==> src/rtl/data_mem_responder.sv <==
// -----------------------------------------------------------------------------
// data_mem_responder
//
// Purpose:
//   This module is a word-addressed data memory behind a simple strobe
//   handshake with a fixed wait-state count. A request is accepted in IDLE
//   while the responder is armed and at least one strobe is low. Each accepted
//   request produces exactly one ready pulse, WAIT_CYCLES+1 clock edges after
//   acceptance, where the accepting edge counts as the first edge. Misaligned
//   requests, out-of-range requests and requests with both strobes low
//   complete with err=1 and Dataout=0. They leave the memory untouched.
//
// Parameters:
//   DEPTH        number of 32-bit words stored
//   WAIT_CYCLES  BUSY cycles between acceptance and completion (0..15)
//
// Ports:
//   clk        in   1  rising-edge clock
//   RST        in   1  asynchronous active-high reset
//   nRD        in   1  active-low read strobe
//   nWR        in   1  active-low write strobe
//   address    in  32  byte address of the access
//   writeData  in  32  write data
//   Dataout    out 32  registered read data, held until the next completion
//   ready      out  1  registered one-cycle completion pulse
//   err        out  1  registered one-cycle error pulse, coincident with ready
// -----------------------------------------------------------------------------
module data_mem_responder #(
  parameter int DEPTH       = 64,
  parameter int WAIT_CYCLES = 2
) (
  input  logic        clk,
  input  logic        RST,
  input  logic        nRD,
  input  logic        nWR,
  input  logic [31:0] address,
  input  logic [31:0] writeData,
  output logic [31:0] Dataout,
  output logic        ready,
  output logic        err
);

  // Word-index width; a one-word memory still needs a 1-bit index.
  localparam int AW = (DEPTH > 1) ? $clog2(DEPTH) : 1;

  // First byte address past the end of the memory. It is 33 bits wide so that
  // the comparison cannot wrap for large DEPTH values.
  localparam logic [32:0] ADDR_LIMIT = 33'(4 * DEPTH);

  // The counter is loaded with WAIT_CYCLES-1. BUSY exits on the cycle where
  // the counter reads zero, so BUSY lasts exactly WAIT_CYCLES cycles.
  localparam logic [3:0] WAIT_LOAD = 4'((WAIT_CYCLES > 0) ? (WAIT_CYCLES - 1) : 0);

  localparam logic [1:0] S_IDLE = 2'd0;
  localparam logic [1:0] S_BUSY = 2'd1;
  localparam logic [1:0] S_DONE = 2'd2;

  // ---------------------------------------------------------------------------
  // State and request registers
  // ---------------------------------------------------------------------------
  logic [1:0]    r_state;
  logic [1:0]    w_state_next;
  logic          r_armed;
  logic [3:0]    r_cnt;
  logic [3:0]    w_cnt_next;

  logic          r_op_rd;
  logic          r_op_wr;
  logic          r_op_err;
  logic [AW-1:0] r_idx;
  logic [31:0]   r_wdata;

  logic [31:0]   r_dout;
  logic          r_ready;
  logic          r_err;

  // Storage. Contents are never reset.
  logic [31:0]   r_mem [DEPTH];

  // ---------------------------------------------------------------------------
  // Request decode from the live inputs
  // ---------------------------------------------------------------------------
  logic          w_accept;
  logic          w_req_rd;
  logic          w_req_err;
  logic [AW-1:0] w_req_idx;

  assign w_accept  = (r_state == S_IDLE) && r_armed && (!nRD || !nWR);
  assign w_req_rd  = !nRD;
  assign w_req_idx = address[AW+1:2];
  assign w_req_err = (address[1:0] != 2'b00)
                  || ({1'b0, address} >= ADDR_LIMIT)
                  || (!nRD && !nWR);

  // ---------------------------------------------------------------------------
  // Completion attributes
  // When WAIT_CYCLES is 0, the DONE state is entered on the accepting edge
  // itself. The latched copies do not exist yet at that point, so the live
  // decode is used. Otherwise, the copies latched at acceptance are used.
  // ---------------------------------------------------------------------------
  logic          w_fin_rd;
  logic          w_fin_err;
  logic [AW-1:0] w_fin_idx;
  logic          w_enter_done;

  assign w_fin_rd     = w_accept ? w_req_rd  : r_op_rd;
  assign w_fin_err    = w_accept ? w_req_err : r_op_err;
  assign w_fin_idx    = w_accept ? w_req_idx : r_idx;
  assign w_enter_done = (w_state_next == S_DONE) && (r_state != S_DONE);

  // ---------------------------------------------------------------------------
  // Next-state logic
  // ---------------------------------------------------------------------------
  always_comb begin
    w_state_next = r_state;
    w_cnt_next   = r_cnt;
    case (r_state)
      S_IDLE: begin
        if (w_accept) begin
          if (WAIT_CYCLES == 0) begin
            w_state_next = S_DONE;
          end else begin
            w_state_next = S_BUSY;
            w_cnt_next   = WAIT_LOAD;
          end
        end
      end
      S_BUSY: begin
        if (r_cnt == 4'd0) begin
          w_state_next = S_DONE;
        end else begin
          w_cnt_next = r_cnt - 4'd1;
        end
      end
      S_DONE: begin
        w_state_next = S_IDLE;
      end
      default: begin
        w_state_next = S_IDLE;
        w_cnt_next   = 4'd0;
      end
    endcase
  end

  // ---------------------------------------------------------------------------
  // Control, request latch and output registers
  // ---------------------------------------------------------------------------
  always_ff @(posedge clk or posedge RST) begin
    if (RST) begin
      r_state  <= S_IDLE;
      r_armed  <= 1'b1;
      r_cnt    <= 4'd0;
      r_op_rd  <= 1'b0;
      r_op_wr  <= 1'b0;
      r_op_err <= 1'b0;
      r_idx    <= '0;
      r_wdata  <= 32'd0;
      r_dout   <= 32'd0;
      r_ready  <= 1'b0;
      r_err    <= 1'b0;
    end else begin
      r_state <= w_state_next;
      r_cnt   <= w_cnt_next;

      // Snapshot the request. Input changes after this edge are ignored.
      if (w_accept) begin
        r_armed  <= 1'b0;
        r_op_rd  <= w_req_rd;
        r_op_wr  <= !nWR;
        r_op_err <= w_req_err;
        r_idx    <= w_req_idx;
        r_wdata  <= writeData;
      end

      // The responder re-arms only when both strobes are seen high. A strobe
      // held low across completion therefore cannot start a second access.
      // Acceptance needs a low strobe, so this assignment never conflicts
      // with the disarm above.
      if (nRD && nWR) begin
        r_armed <= 1'b1;
      end

      // ready and err are high exactly while the FSM sits in DONE.
      r_ready <= w_enter_done;
      r_err   <= w_enter_done && w_fin_err;

      // Dataout changes only on completion. An error clears it, a valid read
      // loads the addressed word, and a valid write leaves it untouched.
      if (w_enter_done) begin
        if (w_fin_err) begin
          r_dout <= 32'd0;
        end else if (w_fin_rd) begin
          r_dout <= r_mem[w_fin_idx];
        end
      end
    end
  end

  // ---------------------------------------------------------------------------
  // Memory write port
  // The write happens on the edge that leaves DONE. A reset raised during BUSY
  // or DONE forces r_state back to IDLE asynchronously before that edge, so
  // an aborted write never reaches the array.
  // ---------------------------------------------------------------------------
  logic w_mem_we;

  assign w_mem_we = (r_state == S_DONE) && r_op_wr && !r_op_err;

  always_ff @(posedge clk) begin
    if (w_mem_we) begin
      r_mem[r_idx] <= r_wdata;
    end
  end

  assign Dataout = r_dout;
  assign ready   = r_ready;
  assign err     = r_err;

endmodule

==> config.mk <==
export PLATFORM = sky130hd
export DESIGN_NAME = data_mem_responder
export DESIGN_NICKNAME = d
export VERILOG_FILES = /design/src/rtl/data_mem_responder.sv
export SDC_FILE = /design/constraint.sdc
export NUM_CORES = 2
export LEC_CHECK = 0
export CAP_MARGIN = 10
export CELL_PAD_IN_SITES_DETAIL_PLACEMENT = 1
export CELL_PAD_IN_SITES_GLOBAL_PLACEMENT = 2
export CORE_UTILIZATION = 47
export DETAILED_ROUTE_END_ITERATION = 10
export GPL_TIMING_DRIVEN = 1
export PLACE_DENSITY = 0.76
export SKIP_CTS_REPAIR_TIMING = 1
export SLEW_MARGIN = 30
export SYNTH_ARGS = -nofsm -noshare
export SYNTH_HDL_FRONTEND = slang
export SYNTH_SLANG_ARGS = --single-unit
==> constraint.sdc <==
create_clock -name clk -period 4 [get_ports clk]
set_input_delay 1.2 -clock clk [delete_from_list [all_inputs] [get_ports clk]]
set_output_delay 1.2 -clock clk [all_outputs]
set_load 0.02 [all_outputs]
==> flow_metrics.env <==
export IMPL_ys_flop_type="edfxtp_1"
export IMPL_clock_path_buffers=3
export IMPL_cts_tree="done"
export IMPL_syn_area_per_cell_um2=15.2
export IMPL_timing_final_crit_share_pct=96.7
export IMPL_cts_root_buf="clkbuf_16"
export IMPL_grt_pass1_vias=56200
export IMPL_antenna_found_initial=17
export IMPL_grt_pass1_wl_um=419000
export IMPL_ys_seq_area_share_pct=76.2
export IMPL_end_kind="flip-flop"
export IMPL_reg2reg_depth=9
export IMPL_die_area_um2=179000
export IMPL_synth_edf_count=2048
export IMPL_grt_ovfl_total=0
export IMPL_via_count=55000
export IMPL_powerDensity_nw_per_um2=811
export IMPL_cts_buffers=215
export IMPL_ys_seq_elements=2130
export IMPL_grt_usage_pct=33.1
export IMPL_rows=154
export IMPL_grt_max_degree=66
export IMPL_final_setup_tns_ns=0
export IMPL_cts_sinks=2130
export IMPL_slew_headroom_pct=30.0
export IMPL_hpwl_um=184000
export IMPL_dp_slack_ns=-0.737
export IMPL_core_area_um2=176000
export IMPL_io_pins=102
export IMPL_fin_util_pct=56.7
export IMPL_placed_cell_area_um2=92700
export IMPL_final_antenna_net_count=0
export IMPL_min_path_type="reg2reg"
export IMPL_clock_skew_ns=0.0478
export IMPL_synth_nets=5565
export IMPL_synth_top_cell_area_share_pct=73.8
export IMPL_drcViolationCount=0
export IMPL_synth_cell_types=82
export IMPL_dr_pass1_iters=6
export IMPL_synth_most_common_cell="edfxtp_1"
export IMPL_clk_latency_ns=0.88
export IMPL_crit_fanout=20
export IMPL_yosys_area_top_type="edfxtp_1"
export IMPL_total_power_mw=80.9
export IMPL_maxCapViolCount=0
export IMPL_finalHoldViolCount=0
export IMPL_htreeDepth=4
export IMPL_startpoint_type="input port"
export IMPL_wl_um=299000
export IMPL_vdd_drop_max_uv=711
export IMPL_synthTopCellsByArea="edfxtp_1 (74%), nand2_1 (5.3%), dfrtp_1 (2.4%)"
export IMPL_area_delta_synth_final_pct=19.7
export IMPL_clk_pin_slew_ns=0.06
export IMPL_synthCells=5496
export IMPL_setup_violations=0
export IMPL_drive_gt1_share_pct=19.1
export IMPL_start_util_pct=47.3
export IMPL_die_w_um=423
export IMPL_via_per_inst=6.36
export IMPL_synthTopCellsByCount="edfxtp_1 (2,048), nand2_1 (1,185), nand3_1 (391)"
export IMPL_p_leak_nw=33.9
export IMPL_nNetsFinal=6193
export IMPL_ff2ff_setup_slack_ns=0.19
export IMPL_place_inst=8243
export IMPL_status="finished, final reports clean"
export IMPL_post_drt_wl_per_cell_um=34.6
export IMPL_final_cells=8645
export IMPL_die_h_um=423
export IMPL_ys_warn_count=0
export IMPL_gp_congestion=0.889
export IMPL_rsz0062_at_grt="no"
export IMPL_layout_setup_ws_ns=0.132
export IMPL_hold_path_cell_count=2
export IMPL_drv_slew=0
export IMPL_synth_area_um2=83400
export IMPL_port_buffers=101
export IMPL_async_flop_share_pct=3.85
export IMPL_max_freq_mhz=259
export IMPL_cp_required_ns=4.80
export IMPL_nFillCells=16400
export IMPL_period_minus_slack_ns=3.87
export IMPL_final_area_um2=99800
export IMPL_criticalPathCategory="in2reg"
export IMPL_worst_pin_slew_ns=1.05
export IMPL_hold_ws_ns=0.480
export IMPL_crit_arrival_ns=4.67
export IMPL_drt_iter0_drc=6688
==> logic make-up after synthesis <==
logic type / Yosys count / share of synthesized area, %
flip-flops: 2130 / 76.2
AND/OR/NAND/NOR: 1906 / 10.0
AO/OA/AOI/OAI: 798 / 6.90
buffers and inverters: 378 / 2.18
multiplexers: 282 / 4.67
XOR/XNOR: 1 / 0.0105
adder cells (fa/ha/maj): 1 / 0.0150
==> worst max-delay path, cell delays in order <==
cell	delay (ns)
clkdlybuf4s50_1	0.46
a21boi_0	0.28
and2_1	0.32
nor2_8	0.10
inv_16	0.19
buf_4	0.32
buf_4	0.23
buf_4	0.18
mux2i_1	0.08
a221oi_1	0.28
o21ai_0	0.13
buf_4	0.15
a31oi_1	0.48
a221o_1	0.22
==> flip-flops by register name (all words and copies together) (netlist names) <==
register and count:
Dataout 32, err 1, r_armed 1, r_cnt 4
r_idx 6, r_mem 2048, r_op_err 1, r_op_rd 1
r_op_wr 1, r_state 2, r_wdata 32, ready 1
==> layer usage <==
layer  GRT usage [%]  wire (um)  up-vias
met2            54.2     144000     2755
met3            6.38      26400      640
met5               0         60        -
met4            13.3      12700       10
li1                -          -    22500
met1            43.5     116000    29100
==> final timing paths <==
path,end,start
worst min-delay path,r_wdata[26],r_wdata[26]
min in group asynchronous,r_wdata[9],RST
worst max-delay path,Dataout[15],nRD
worst max register to register,Dataout[15],r_state[0]
worst min register to register,r_wdata[26],r_wdata[26]
max in group asynchronous,Dataout[4],RST
==> power by group <==
| group | switching [mW] | internal (mW) |
|---|---|---|
| Sequential | 1.92 | 27.8 |
| Combinational | 20.0 | 11.0 |
| Clock | 8.80 | 11.4 |
| Total | 30.8 | 50.2 |
==> placed cells by master, fill, tap and decap left out, drive strengths merged, types with 41 or more instances in the layout <==
master	count
a211oi	115
a21oi	105
a31oi	128
a32oi	59
and3	134
buf	675
clkbuf	284
clkdlybuf4s50	101
clkinv	76
dfrtp	81
edfxtp	2048
mux2i	188
mux4	85
nand2	1186
nand3	391
nand4	41
nor2	93
o2111ai	54
o21ai	76
==> cell type report <==
type,instances,area [um2],area share (%)
Sequential cell,2130,63600,63.7
Multi-Input combinational cell,2988,18600,18.7
Timing Repair Buffer,776,7590,7.60
Clock buffer,284,5740,5.75
Tap cell,2340,2930,2.93
Clock inverter,112,1270,1.27
Inverter,13,78.8,0.0789
Antenna cell,2,5.00,0.00501
Power figures use the tool's default switching activity.
